$ cat src/rtl/regfile_pkg.sv
`default_nettype none
// ============================================================================
// Module      : regfile_pkg
// Description : Shared destination codes, writable-code mask and requester
//               encoding for the register-file writeback controller.
// Revision    : 1.0 - initial release
// ============================================================================
package regfile_pkg;

    localparam int DEST_W = 5;
    localparam int DATA_W = 32;
    localparam int CNT_W  = 16;

    // Destination code landmarks: two writable windows, everything else is
    // non-writable (including the hard-wired zero code).
    localparam logic [DEST_W-1:0] DEST_ZERO    = 5'b00000;
    localparam logic [DEST_W-1:0] DEST_WA_LO   = 5'b01000;
    localparam logic [DEST_W-1:0] DEST_WA_HI   = 5'b01111;
    localparam logic [DEST_W-1:0] DEST_WB_LO   = 5'b10001;
    localparam logic [DEST_W-1:0] DEST_WB_HI   = 5'b10111;

    // Bit n set means code n is writable: codes 8..15 and 17..23.
    localparam logic [31:0] WRITABLE_MASK = 32'h00FE_FF00;

    typedef enum logic {
        REQ_ALU = 1'b0,
        REQ_MEM = 1'b1
    } req_e;

    function automatic logic is_writable(input logic [DEST_W-1:0] code);
        return WRITABLE_MASK[code];
    endfunction

endpackage
`default_nettype wire

$ cat src/rtl/rr_arbiter2.sv
`default_nettype none
// ============================================================================
// Module      : rr_arbiter2
// Description : Two-way round-robin arbiter between the ALU and load-unit
//               writeback requesters. Grants are combinational; the
//               last-grant record advances only when a transfer happens.
// Revision    : 1.0 - initial release
// ============================================================================
module rr_arbiter2
    import regfile_pkg::*;
(
    input  logic clk,
    input  logic rst_n,
    input  logic alu_valid,
    input  logic mem_valid,
    output logic alu_grant,
    output logic mem_grant
);

    req_e r_last_grant;
    logic w_pick_mem;

    // Choose the requester: sole requester wins, on conflict the one not served last.
    always_comb begin
        w_pick_mem = 1'b0;
        if (alu_valid && mem_valid) begin
            w_pick_mem = (r_last_grant == REQ_ALU);
        end else begin
            w_pick_mem = mem_valid;
        end
    end

    // Grants are forced low while reset is held so no handshake can complete.
    assign alu_grant = rst_n && alu_valid && !w_pick_mem;
    assign mem_grant = rst_n && mem_valid &&  w_pick_mem;

    // Remember who was served; reset to MEM so the ALU wins the first conflict.
    always_ff @(posedge clk or negedge rst_n) begin
        if (!rst_n) begin
            r_last_grant <= REQ_MEM;
        end else if (alu_grant) begin
            r_last_grant <= REQ_ALU;
        end else if (mem_grant) begin
            r_last_grant <= REQ_MEM;
        end
    end

endmodule
`default_nettype wire

$ cat src/rtl/regfile_wb_ctrl.sv
`default_nettype none
// ============================================================================
// Module      : regfile_wb_ctrl
// Description : Register-file writeback controller. Arbitrates ALU and load
//               writebacks onto one registered write port, tracks pending
//               destinations in a scoreboard for issue hazard stalls, and
//               counts committed writes.
// Revision    : 1.0 - initial release
// ============================================================================
module regfile_wb_ctrl
    import regfile_pkg::*;
(
    input  logic              clk,
    input  logic              rst_n,
    input  logic              alu_valid,
    output logic              alu_ready,
    input  logic [4:0]        alu_dest,
    input  logic [31:0]       alu_data,
    input  logic              mem_valid,
    output logic              mem_ready,
    input  logic [4:0]        mem_dest,
    input  logic [31:0]       mem_data,
    output logic              rf_we,
    output logic [4:0]        rf_waddr,
    output logic [31:0]       rf_wdata,
    input  logic              issue_valid,
    input  logic [4:0]        issue_dest,
    input  logic [4:0]        issue_src1,
    input  logic [4:0]        issue_src2,
    output logic              issue_stall,
    input  logic              flush,
    output logic [31:0]       pending,
    output logic [15:0]       wb_count
);

    logic              r_rf_we;
    logic [4:0]        r_rf_waddr;
    logic [31:0]       r_rf_wdata;
    logic [31:0]       r_pending;
    logic [15:0]       r_wb_count;

    logic              w_xfer;
    logic [4:0]        w_xfer_dest;
    logic [31:0]       w_xfer_data;
    logic              w_issue_set;
    logic [31:0]       w_set_vec;
    logic [31:0]       w_clr_vec;
    logic [31:0]       w_pending_nxt;

    rr_arbiter2 u_arb (
        .clk       (clk),
        .rst_n     (rst_n),
        .alu_valid (alu_valid),
        .mem_valid (mem_valid),
        .alu_grant (alu_ready),
        .mem_grant (mem_ready)
    );

    // Mux the winning requester onto the transfer path.
    always_comb begin
        w_xfer      = alu_ready || mem_ready;
        w_xfer_dest = mem_ready ? mem_dest : alu_dest;
        w_xfer_data = mem_ready ? mem_data : alu_data;
    end

    // Hazard check: sources pending, or a writable destination still pending.
    always_comb begin
        issue_stall = issue_valid &&
                      (r_pending[issue_src1] || r_pending[issue_src2] ||
                       (is_writable(issue_dest) && r_pending[issue_dest]));
    end

    // Scoreboard next state: clear on commit, set on issue (set wins), flush overrides all.
    always_comb begin
        w_issue_set   = issue_valid && !issue_stall && is_writable(issue_dest);
        w_set_vec     = w_issue_set ? (32'd1 << issue_dest) : 32'd0;
        w_clr_vec     = r_rf_we     ? (32'd1 << r_rf_waddr) : 32'd0;
        w_pending_nxt = flush ? 32'd0
                              : (((r_pending & ~w_clr_vec) | w_set_vec) & WRITABLE_MASK);
    end

    // Write port: pulse for one cycle after a writable transfer, otherwise hold address/data.
    always_ff @(posedge clk or negedge rst_n) begin
        if (!rst_n) begin
            r_rf_we    <= 1'b0;
            r_rf_waddr <= '0;
            r_rf_wdata <= '0;
        end else begin
            r_rf_we <= w_xfer && is_writable(w_xfer_dest);
            if (w_xfer && is_writable(w_xfer_dest)) begin
                r_rf_waddr <= w_xfer_dest;
                r_rf_wdata <= w_xfer_data;
            end
        end
    end

    // Scoreboard register.
    always_ff @(posedge clk or negedge rst_n) begin
        if (!rst_n) begin
            r_pending <= '0;
        end else begin
            r_pending <= w_pending_nxt;
        end
    end

    // Committed-write counter, saturating at all ones.
    always_ff @(posedge clk or negedge rst_n) begin
        if (!rst_n) begin
            r_wb_count <= '0;
        end else if (r_rf_we && (r_wb_count != 16'hFFFF)) begin
            r_wb_count <= r_wb_count + 16'd1;
        end
    end

    assign rf_we    = r_rf_we;
    assign rf_waddr = r_rf_waddr;
    assign rf_wdata = r_rf_wdata;
    assign pending  = r_pending;
    assign wb_count = r_wb_count;

endmodule
`default_nettype wire
$ cat config.mk
export PLATFORM = sky130hd
export DESIGN_NAME = regfile_wb_ctrl
export DESIGN_NICKNAME = d
export VERILOG_FILES = /design/src/rtl/regfile_pkg.sv /design/src/rtl/rr_arbiter2.sv /design/src/rtl/regfile_wb_ctrl.sv
export SDC_FILE = /design/constraint.sdc
export NUM_CORES = 1
export LEC_CHECK = 0
export CAP_MARGIN = 10
export CORE_UTILIZATION = 42
export DETAILED_ROUTE_END_ITERATION = 8
export PLACE_DENSITY_LB_ADDON = 0.05
export SLEW_MARGIN = 40
export SYNTH_ARGS = -nofsm -noshare
export SYNTH_HDL_FRONTEND = slang
export SYNTH_HIERARCHICAL = 1
export SYNTH_SLANG_ARGS = --single-unit
export TNS_END_PERCENT = 20
$ cat constraint.sdc
create_clock -name clk -period 2.7 [get_ports clk]
set_clock_uncertainty 0.05 [all_clocks]
set_input_delay 0.54 -clock clk [delete_from_list [all_inputs] [get_ports clk]]
set_output_delay 0.54 -clock clk [all_outputs]
set_load 0.03 [all_outputs]
### Word level (Yosys, flattened, before mapping)

Memories as Yosys holds them, arrays and structs flattened.
Cells that the tools add are included.

| word-level totals | value |
|---|---|
| register bits | 79 |
| memories kept | 2 |
| output and inout bits | 89 |
| word-level logic and storage cells | 53 |
| input bits | 95 |
| bits in read-only memories | 64 |

Memory list:

| memory | words | width | read ports | clocked after memory_dff | wr ports | RTL line | source |
|---|---|---|---|---|---|---|---|
| (no name shown) | 32 | 1 | 1 | 0 | 0 | regfile_pkg.sv:31 | `return WRITABLE_MASK[code];` |
| (no name shown) | 32 | 1 | 1 | 0 | 0 | regfile_pkg.sv:31 |  |

| cells by class | value |
|---|---|
| bitwise gates (word level) | 4 |
| order comparisons | 4 |
| add/subtract/negate cells | 1 |
| shift-type cells | 2 |
| reduce and logical (&&, ||, !) cells | 17 |
| equal/unequal tests | 1 |
| multiplexer cells | 16 |

Operators by type and width:

| cell | number |
|---|---|
| two-way mux 24 bit | 3 |
| left shift 1 x 5 -> 24 bit, first input constant | 2 |
| two-way mux 32 bit | 1 |
| bitwise AND 24 bit | 1 |
| less-than comparator 5 x 6 -> 1 bit, second input constant | 4 |
| NOT 24 bit | 1 |
| OR 24 bit | 1 |
| adder 16 x 1 -> 16 bit, second input constant | 1 |
| != test 16 bit, second input constant | 1 |
| binary-select mux 1 bit (select 5 bit) | 3 |
| logical AND 1 bit | 11 |
| two-way mux 1 bit | 8 |
| two-way mux 5 bit | 1 |
| logical OR 1 bit | 3 |
| zero test 1 bit | 2 |
| nonzero test 2 bit | 1 |
| NOT 1 bit | 1 |

### Depth between registers and ports, before layout

Gate-level depths: netlist (run 1).

| logic depth | value |
|---|---|
| word-level depth | 11 |
| mapped depth | 10 |
| gate-level depth less buffers | 7 |

### Hierarchy

Netlist (run 1), hierarchy kept.

By module, submodules not included:

| module | cells an instance | area an instance (um^2) | seq. area each (um^2) | times used |
|---|---|---|---|---|
| regfile_wb_ctrl | 390 | 4015.1 | 1726.7 | 1 |
| rr_arbiter2 | 8 | 62.6 | 26.3 | 1 |

### Least setup slack after synthesis (run 1)

No wires, ideal clock.

| path | value |
|---|---|
| path type | input port to flip-flop |
| start point | input port mem_valid |
| end point | register r_rf_waddr[1] (netlist: rf_waddr[1]) |
| required time | 2523 ps |
| path slack | 49 ps |
| library setup time | 127 ps |
| cell stages on the path | 9 |
| path buffers | 2 |
| arrival | 2474 ps |
| cells stage by stage | nand2_1 a21oi_1 clkbuf_1 mux2i_1 o21ai_0 a21oi_1 clkbuf_1 nor2b_1 a21oi_1 |

| on the way | value |
|---|---|
| cells in the longest elaborated chain, start to end | 7 |
| elaborated cells on any way between the ends | 11 |
| classes of those cells | mux (3); reduce/logical (7); memory (1) |

Ends and longest elaborated chain:

| element | RTL line | source |
|---|---|---|
| start, declared | regfile_wb_ctrl.sv:19 | `input logic mem_valid,` |
| logical AND 1 bit | rr_arbiter2.sv:26 | `if (alu_valid && mem_valid) begin` |
| two-way mux 1 bit | rr_arbiter2.sv:26 |  |
| logical AND 1 bit * | rr_arbiter2.sv:35 | `assign mem_grant = rst_n && mem_valid && w_pick_mem;` |
| net mem_ready | regfile_wb_ctrl.sv:20 | `output logic mem_ready,` |
| two-way mux 5 bit | regfile_wb_ctrl.sv:62 | `w_xfer_dest = mem_ready ? mem_dest : alu_dest;` |
| memory (32 x 1 bit) | - |  |
| two-way mux 1 bit (not written as such) | regfile_pkg.sv:31 |  |
| logical AND 1 bit | regfile_wb_ctrl.sv:90 | `if (w_xfer && is_writable(w_xfer_dest)) begin` |
| end signal, assigned | regfile_wb_ctrl.sv:91 | `r_rf_waddr <= w_xfer_dest;` |
| end, declared | regfile_wb_ctrl.sv:37 | `logic [4:0] r_rf_waddr;` |

The timed path passes the listed nets; every way through them passes the cells marked *. The select of a mux whose other input is x is not followed.
A chain may end at the register's enable or synchronous reset.

### Worst setup path in the final report (run 1)

| path | value |
|---|---|
| start point | input port issue_src2[0] |
| end point | output port issue_stall |

| on the way | value |
|---|---|
| cells in the longest elaborated chain, start to end | 5 |

Ends and longest elaborated chain:

| element | RTL line | source |
|---|---|---|
| start, declared | regfile_wb_ctrl.sv:29 | `input logic [4:0] issue_src2,` |
| binary-select mux 1 bit (select 5 bit) | regfile_wb_ctrl.sv:69 | `(r_pending[issue_src1] \|\| r_pending[issue_src2] \|\|` |
| two-way mux 1 bit (not written as such) | regfile_wb_ctrl.sv:69 |  |
| logical OR 1 bit (2 in series) | regfile_wb_ctrl.sv:69 |  |
| logical AND 1 bit | regfile_wb_ctrl.sv:68 | `issue_stall = issue_valid &&` |
| end, declared | regfile_wb_ctrl.sv:30 | `output logic issue_stall,` |

Every way passes these cells. The select of a mux whose other input is x is not followed.

==> results of run 1 <==
[worst max path at each step]
stage / endpoint / slack, ps / startpoint
2_1_floorplan: rf_waddr[1] / 50 / mem_valid
3_3_place_gp: issue_stall / -550 / issue_src2[0]
3_5_place_dp: issue_stall / -610 / issue_src2[0]
4_1_cts: issue_stall / -80 / pending[11]
5_1_grt: issue_stall / -140 / pending[11]
6_report: issue_stall / -90 / issue_src2[0]
[per-layer routing]
layer	part of all wire (%)	vias to the layer above
li1	-	1807
met4	1.3	0
met5	0	-
met3	9.5	12
met1	40	1760
met2	50	181
[registers in the layout, summed over array words and instances, names as in the netlist]
name,count
wb_count,16
rf_waddr,5
rf_we,1
pending,15
rf_wdata,32
u_arb/r_last_grant,1
[synth_stat cells, types with 5 or more instances]
cell | count | area (um^2)
a21oi_1 | 6 | 30.0
and3_1 | 7 | 43.8
buf_4 | 19 | 143
clkbuf_1 | 8 | 30.0
dfrtp_1 | 69 | 1730
inv_1 | 5 | 18.8
mux2i_1 | 42 | 420
nand2_1 | 53 | 199
nand3_1 | 18 | 90.1
nand4_1 | 9 | 56.3
nor2_1 | 9 | 33.8
nor3_1 | 5 | 25.0
o211ai_1 | 7 | 52.6
o21ai_0 | 37 | 185
o31ai_2 | 10 | 125
o41ai_1 | 5 | 43.8
xnor2_1 | 11 | 96.3
[power breakdown]
| group | total [uW] | internal (uW) | switching, uW |
|---|---|---|---|
| logic | 1510 | 666 | 846 |
| clock network | 709 | 331 | 378 |
| registers | 1460 | 1260 | 194 |
[worst max-delay path, stage by stage]
cell and delay [ps]:
buf_2 150, mux4_1 580, mux2_4 290, nand3b_4 80, o211ai_4 80, o31a_2 340
buf_6 140
[stage by stage]
step / utilization, % / instances / power (uW)
final: 66.3 / 722 / 3680
after global routing: 66.3 / 722 / 3900
after CTS: 66.3 / 722 / 3720
after detailed placement: 64.3 / 705 / 2990
after floorplan: - / 414 / 2260
after global placement: 64.3 / 705 / 2970
[area by class of cell]
cell class | instances | area, um^2
inverter | 5 | 18.8
sequential | 70 | 1750
multi-input combinational | 302 | 2170
timing repair buffer | 200 | 1920
clock buffer | 12 | 135
fill | 791 | 3140
tap | 129 | 161
clock inverter | 4 | 23.8
[cells by family (layout without fill, tap and decap cells)]
group | Yosys count | count (layout) | synth area share, %
xor+xnor | 15 | 15 | 3.22
buf+inv | 42 | 221 | 6.23
fa+ha+maj | 1 | 1 | 0.307
flops | 70 | 70 | 43.0
mux | 52 | 52 | 15.1
other cells | 1 | 17 | 0.0920
simple gates | 138 | 138 | 18.0
compound gates | 79 | 79 | 14.0
[what timing repair did]
| action | in CTS | in global routing |
|---|---|---|
| gates cloned | 0 | 0 |
| gates resized for setup | 17 | 0 |
| endpoints found under the setup margin | 1 | 1 |
| pin swaps | 3 | 0 |
| buffers inserted | 1 | 0 |
==> impl_summary.md, run 1 <==
Placement
The setup slack at placement is -612 ps. In this run the cell area measured after placement is 0.00600 mm^2. At the end of routability-driven placement, the weighted congestion stood at 0.894. The total half-perimeter wirelength after legalization and detailed placement is 8.70 mm. Input and output buffers added on the ports amount to 166.

Status
The run finished, with violations left. The checks that failed: setup timing.

Clocking
After clock tree synthesis, the clock-pin slew on the worst setup and hold paths is 80 ps. The library cell used as clock root buffer is clkbuf_8. The depth of the CTS H-tree is 3.

TritonCTS built the clock tree. The clock drives 70 sinks. The longest clock path from root to sink contains 2 buffers. For this design, the CTS-stage hold fixing added 0 buffers. The later-pin clock latency in the skew report is 340 ps. The number of clock buffers added by TritonCTS is 9.

Pwr
For this design the ratio of total power to cell area is 595 mW/mm^2. For this design the static power due to leakage is 0.00265 uW. VDD sags by at most 0.317 mV.

Global route
For met2 alone, demand over resource in global routing was 40.0%. The first global-routing pass estimated 18.0 mm of wire. The largest net degree at the start of global routing is 56. In the global route stage, met3 resource usage came out at 9.22%. The layer flagged by global routing as most heavily used is met2. Global routing used 26.5% of the available met1 tracks.

The number of antenna violations at the first check in global routing is 0. Global routing finished with a remaining overflow of 0. Across every metal layer, demand over resource in global routing totals 23.4%.

The number of global-route vias before repair is 3645.

Critical path
The maximum fanout count along the critical path is 5. The register-to-register setup slack is 410 ps. The kind of start point of the critical path is an input pin. By startpoint and endpoint, the worst setup path is classified as in2out. The worst setup path is captured at an output pin. In this run the critical register-to-register path is captured at pending[17]. For the worst setup path, the data required time is 2110 ps. The startpoint identified for the worst register-to-register timing path is pending[22]. The number of cells on the worst reg-to-reg path is 7. At the worst endpoint, the arrival time is 2200 ps.

Cells and area
The library cells used most frequently in the layout, excluding fill and tap cells, are clkdlybuf4s50_1, dfrtp_1, nand2_1, mux2i_1, o21ai_0. 0 antenna diodes ended up in the layout. The commonest non-fill, non-tap cell in the layout is clkdlybuf4s50_1. The post-route netlist has 14.3% of its cells at a drive strength greater than 1. The number of nets in the layout is 684. From synthesis to final layout, the design area changed by 51.6%. Once layout is done, the placed cells without fillers occupy 0.00618 mm^2.

Route
The routed length per instance is 15.5 um. The total wirelength of the detailed-routed design is 11.2 mm. The detailed router's first-iteration violation count is 154.

Across all layers, the routed design uses 3760 vias. The number of detailed-routing iterations run before antenna repair is 4. The detailed-route DRC error count is 0.

In the routed layout, each cell is associated on average with a via count of 5.21. In this run the remaining antenna-violating nets after routing total 0.

Yosys
After synthesis, the mean cell area works out to 10.2 um^2. In this run, synthesis inferred 0 flip-flops with an integrated enable. The share of flip-flops with an asynchronous set or reset after synthesis is 100%. The number of synthesized register bits is 70. The cell area that synthesis handed to floorplanning was 0.00408 mm^2.

The register area share after synthesis is 43.0%. For this run, the number of Yosys warnings is 6. The most used flip-flop cell after synthesis is dfrtp_1. The number of distinct library cell variants in the gate-level netlist after synthesis is 58.

The number of instances in the synthesized netlist is 398.

Worst hold path
The worst hold path class is in2async.

STA
The hold violation total from the final report is 0. The tightest hold path in the finished design has a slack of 119 ps. Setup violations remaining at the end of the flow were counted as 1. The worst path in the final design needs a cycle of 2790 ps, including I/O delays and setup. The worst path uses 103% of the clock period.

For the pin with the worst max-slew slack, the measured transition is 677 ps. The number of slew-limit violations in the final report is 0. Setup slack on the critical path of the routed design comes to -89.7 ps. The top achievable clock speed is 358 MHz. In this run the tightest slew margin relative to its limit is 54.9%. The final setup TNS is -89.7 ps. Setup repair after global routing could not meet its margin everywhere.

Die
184 I/O pins were placed. In this run the core area contains 35 standard-cell rows. The die is 101 um wide. Once the floorplan was initialized, standard cells occupied 43.7% of the core. Measured along the y axis, the die boundary spans 101 um. The placeable core area is 0.00933 mm^2. The die covers 0.0101 mm^2.

Job
The count of max-cap constraint violations is 0.
Note: power is estimated with default switching activity, not from simulation.
==> run 2, diff against run 1 <==
--- a/config.mk
+++ b/config.mk
@@ -5,7 +5,6 @@
 export SDC_FILE = /design/constraint.sdc
 export NUM_CORES = 1
 export LEC_CHECK = 0
-export CAP_MARGIN = 10
 export CORE_UTILIZATION = 42
 export DETAILED_ROUTE_END_ITERATION = 8
 export PLACE_DENSITY_LB_ADDON = 0.05
==> results of run 2 <==
No change in the layout: final DEF, timing and power equal those of run 1.
==> run 3, diff against run 2 <==
--- a/config.mk
+++ b/config.mk
@@ -5,8 +5,10 @@
 export SDC_FILE = /design/constraint.sdc
 export NUM_CORES = 1
 export LEC_CHECK = 0
+export CORE_ASPECT_RATIO = 1.25
 export CORE_UTILIZATION = 42
 export DETAILED_ROUTE_END_ITERATION = 8
+export GPL_ROUTABILITY_DRIVEN = 0
 export PLACE_DENSITY_LB_ADDON = 0.05
 export SLEW_MARGIN = 40
 export SYNTH_ARGS = -nofsm -noshare
==> run 3 against run 2 <==
  * The flow now finishes without violations
  * Final cell count did not move
  * Sequential share of layout area shrank 1.1 points
  * Design area is 3.8% higher
  * Sequential power barely moved
  * Critical path type is now reg2out
  * Critical endpoint unchanged
  * Largest cell class unchanged
  * Largest power group unchanged
==> impl_summary.md, run 3 (synthesized netlist as in run 1, its figures left out) <==
Die
The chip width is 90.1 um (-10%). The total number of placement rows is 39 (+11%). The number of top-level pins is 184 (unchanged).

The initial core utilization is 44.0% (+0.27 points). The overall die area is 0.0101 mm^2 (about the same). The placeable core area is 0.00927 mm^2 (-0.60%). The height of the die is 112 um (+12%).

Global route
The global routing stage identified its most utilized layer as met2. The first-pass GRT wire length was 19.5 mm (+8.5%). The sum of overflow across all layers after global routing came to 0 (unchanged).

The routing usage on met2 was 41.6% (+1.5 points). The largest net degree at the start of global routing is 57 (+1.8%). The number of global-route vias before repair was 3941 (+8.1%). The number of antenna violations at the first check in global routing is 0 (unchanged). The combined global-route utilization of all metal layers is 24.3% (+0.93 points). The global routing usage on met1 is 28.0% (+1.5 points). The met3 routing resource usage after global routing is 7.25% (-2.0 points).

Critical path
The number of cells on the worst reg-to-reg path came to 7 (unchanged). The maximum fanout count along the critical path is 3 (-2). The cell with the biggest individual delay on the critical path is mux4_2. Traced cell by cell, the critical path runs through mux4_2 -> mux2_4 -> nand3b_4 -> o211ai_4 -> o31a_2 -> buf_6. The worst register-to-register path begins at pending[21].

The kind of start point of the critical path is a register. The critical path data arrival time is 2100 ps (-100 ps). The critical path's largest stage delay is 470 ps (-110 ps). The critical path is of the reg2out type. The end of the worst register-to-register path is pending[20]. The sort of element at the end of the critical path is an output pin.

The register-to-register setup slack is 440 ps (+30 ps). The worst path required time is 2110 ps (about the same).

STA
The headroom to the max-slew limit is 53.0% (-1.9 points). The top achievable clock speed is 372 MHz (+3.7%). The measured slew at the worst slew-check pin is 705 ps (+28.4 ps). Setup repair after global routing could not meet its margin everywhere.

The minimum period implied by the final worst setup slack is 2690 ps (-99.6 ps). The ratio of final minimum period to clock period is 99.6% (-3.7 points). The final count of negative-setup-slack endpoints is 0 (-1). The number of slew-limit violations in the final report is 0 (unchanged). The hold violation total from the final report is 0 (unchanged).

Cells and area
The core utilization of the finished layout is 69.2% (+2.9 points). The library cells used most frequently in the layout, excluding fill and tap cells, are clkdlybuf4s50_1, dfrtp_1, nand2_1, mux2i_1. The proportion of layout cells with a drive suffix above 1 came to 16.2% (+1.9 points).

The commonest non-fill, non-tap cell in the layout is clkdlybuf4s50_1. The number of inserted diodes is 0 (unchanged). The flip-flop count of the largest register, all copies and words added is 32 (unchanged). The sequential cell area was 0.00175 mm^2 (about the same). The filler-free cell count of the finished design is 722 (unchanged). The layout overhead on the synthesized area is 57.4%. The area of the multi-input gates is 0.00218 mm^2 (+0.46%). The number of nets in the layout came to 690 (+0.88%). The number of fill cells in the layout came to 735 (-7.1%). The cell area after layout is 0.00642 mm^2 (+3.8%).

Worst hold path
The worst hold path class is in2async.

Route
The total via count after detailed routing is 3781 (+0.56%). The routed length per instance came to 16.3 um (+4.8%). The number of nets with antenna violations after detailed routing is 0 (unchanged). The via density per instance is 5.24 (+0.56%). The detailed-route DRC error count is 0 (unchanged).

The detailed router's first-iteration violation count is 162 (+5.2%). The number of detailed-routing iterations run before antenna repair came to 4 (unchanged). The total wirelength of the detailed-routed design is 11.8 mm (+4.8%).

Clocking
The maximum buffer depth of the clock tree came to 2 (unchanged). The number of clock buffers inserted by TritonCTS came to 9 (unchanged). The depth of the CTS H-tree is 3 (unchanged). The clock edge transition at the registers on the reported setup and hold paths is 60 ps (-20 ps).

The TritonCTS sink count is 70 (unchanged). The number of setup buffers added after CTS is 0 (-1). The clock tree from TritonCTS is yes.

The later-pin clock latency in the skew report is 330 ps (about the same). The library cell used as clock root buffer is clkbuf_16.

Placement
The count of input and output buffers came to 166 (unchanged). The total half-perimeter wirelength after legalization and detailed placement came to 9.20 mm (+5.8%). The cell count after placement is 706 (+0.14%). The post-placement cell area is 0.00606 mm^2 (+1.0%).

Pwr
The standby leakage power is 0.00276 uW (+4.0%). The total design power came to 4260 uW (+16%). The cell area power density came to 664 mW/mm^2 (+12%). The highest ir drop seen on vdd was 0.489 mV (+54%).

Job
The count of max-cap constraint violations was 0 (unchanged).

Status
The run finished with clean final reports.
run 3: cell count changes in the layout (fill, tap and decap cells not counted), moves of 2 or more:
cell,before,now
clkbuf_16,0,9
clkbuf_8,9,0
buf_4,34,37
buf_6,3,6
clkbuf_1,3,0
bufinv_16,0,2
clkinv_2,3,1
clkinvlp_4,0,2
dlygate4sd2_1,5,3
run 3: timing repair:
item | 4_1_cts | 5_1_grt
resized for setup | 33 | 1
hold buffers | 0 | 0
cloned | 0 | 0
setup endpoints to repair | 1 | 1
pin swaps | 4 | 0
run 3: power breakdown:
group | leakage [uW] | internal (uW) | total, uW | switching (uW)
sequential | 0.000906 | 1260 | 1460 | 197
combinational | 0.00170 | 673 | 1530 | 861
clock | 0.000152 | 811 | 1270 | 456
total | 0.00276 | 2750 | 4260 | 1510
run 3: through the flow:
stage	setup WS, ps	setup TNS, ps	hold slack [ps]
2_1_floorplan	48.6	0	194
3_3_place_gp	-953	-3470	410
3_5_place_dp	-977	-4180	419
4_1_cts	-12.2	-12.2	127
5_1_grt	-75.6	-75.6	145
6_report	9.94	0	133
run 3: worst max-delay path, delay by kind of cell (launching register included):
family / cells / cell delay [ps]
muxes: 2 / 750
DFF: 1 / 400
AOI/OAI and AO/OA: 2 / 400
buffers and inverters: 1 / 140
and+or+nand+nor: 1 / 80
run 3: how the worst max path moves through the flow:
stage                       start           to  slack, ps
floorplan               mem_valid  rf_waddr[1]         50
global placement    issue_src2[0]  issue_stall       -950
detailed placement  issue_src2[0]  issue_stall       -980
CTS                   pending[15]  issue_stall        -10
global route          pending[15]  issue_stall        -80
finish                pending[15]  issue_stall         10
run 3: cell type report:
type | instances | share of cell area, %
timing repair buffer | 206 | 31.0
clock buffer | 9 | 3.51
multi-input combinational | 302 | 34.0
clock inverter | 7 | 1.52
sequential | 70 | 27.3
inverter | 5 | 0.292
tap | 123 | 2.40
run 3: routing by layer:
layer / vias to the layer above / routed length [um]
met5: - / 0
met4: 0 / 372
met3: 27 / 796
met2: 153 / 6010
met1: 1780 / 4570
li1: 1821 / -
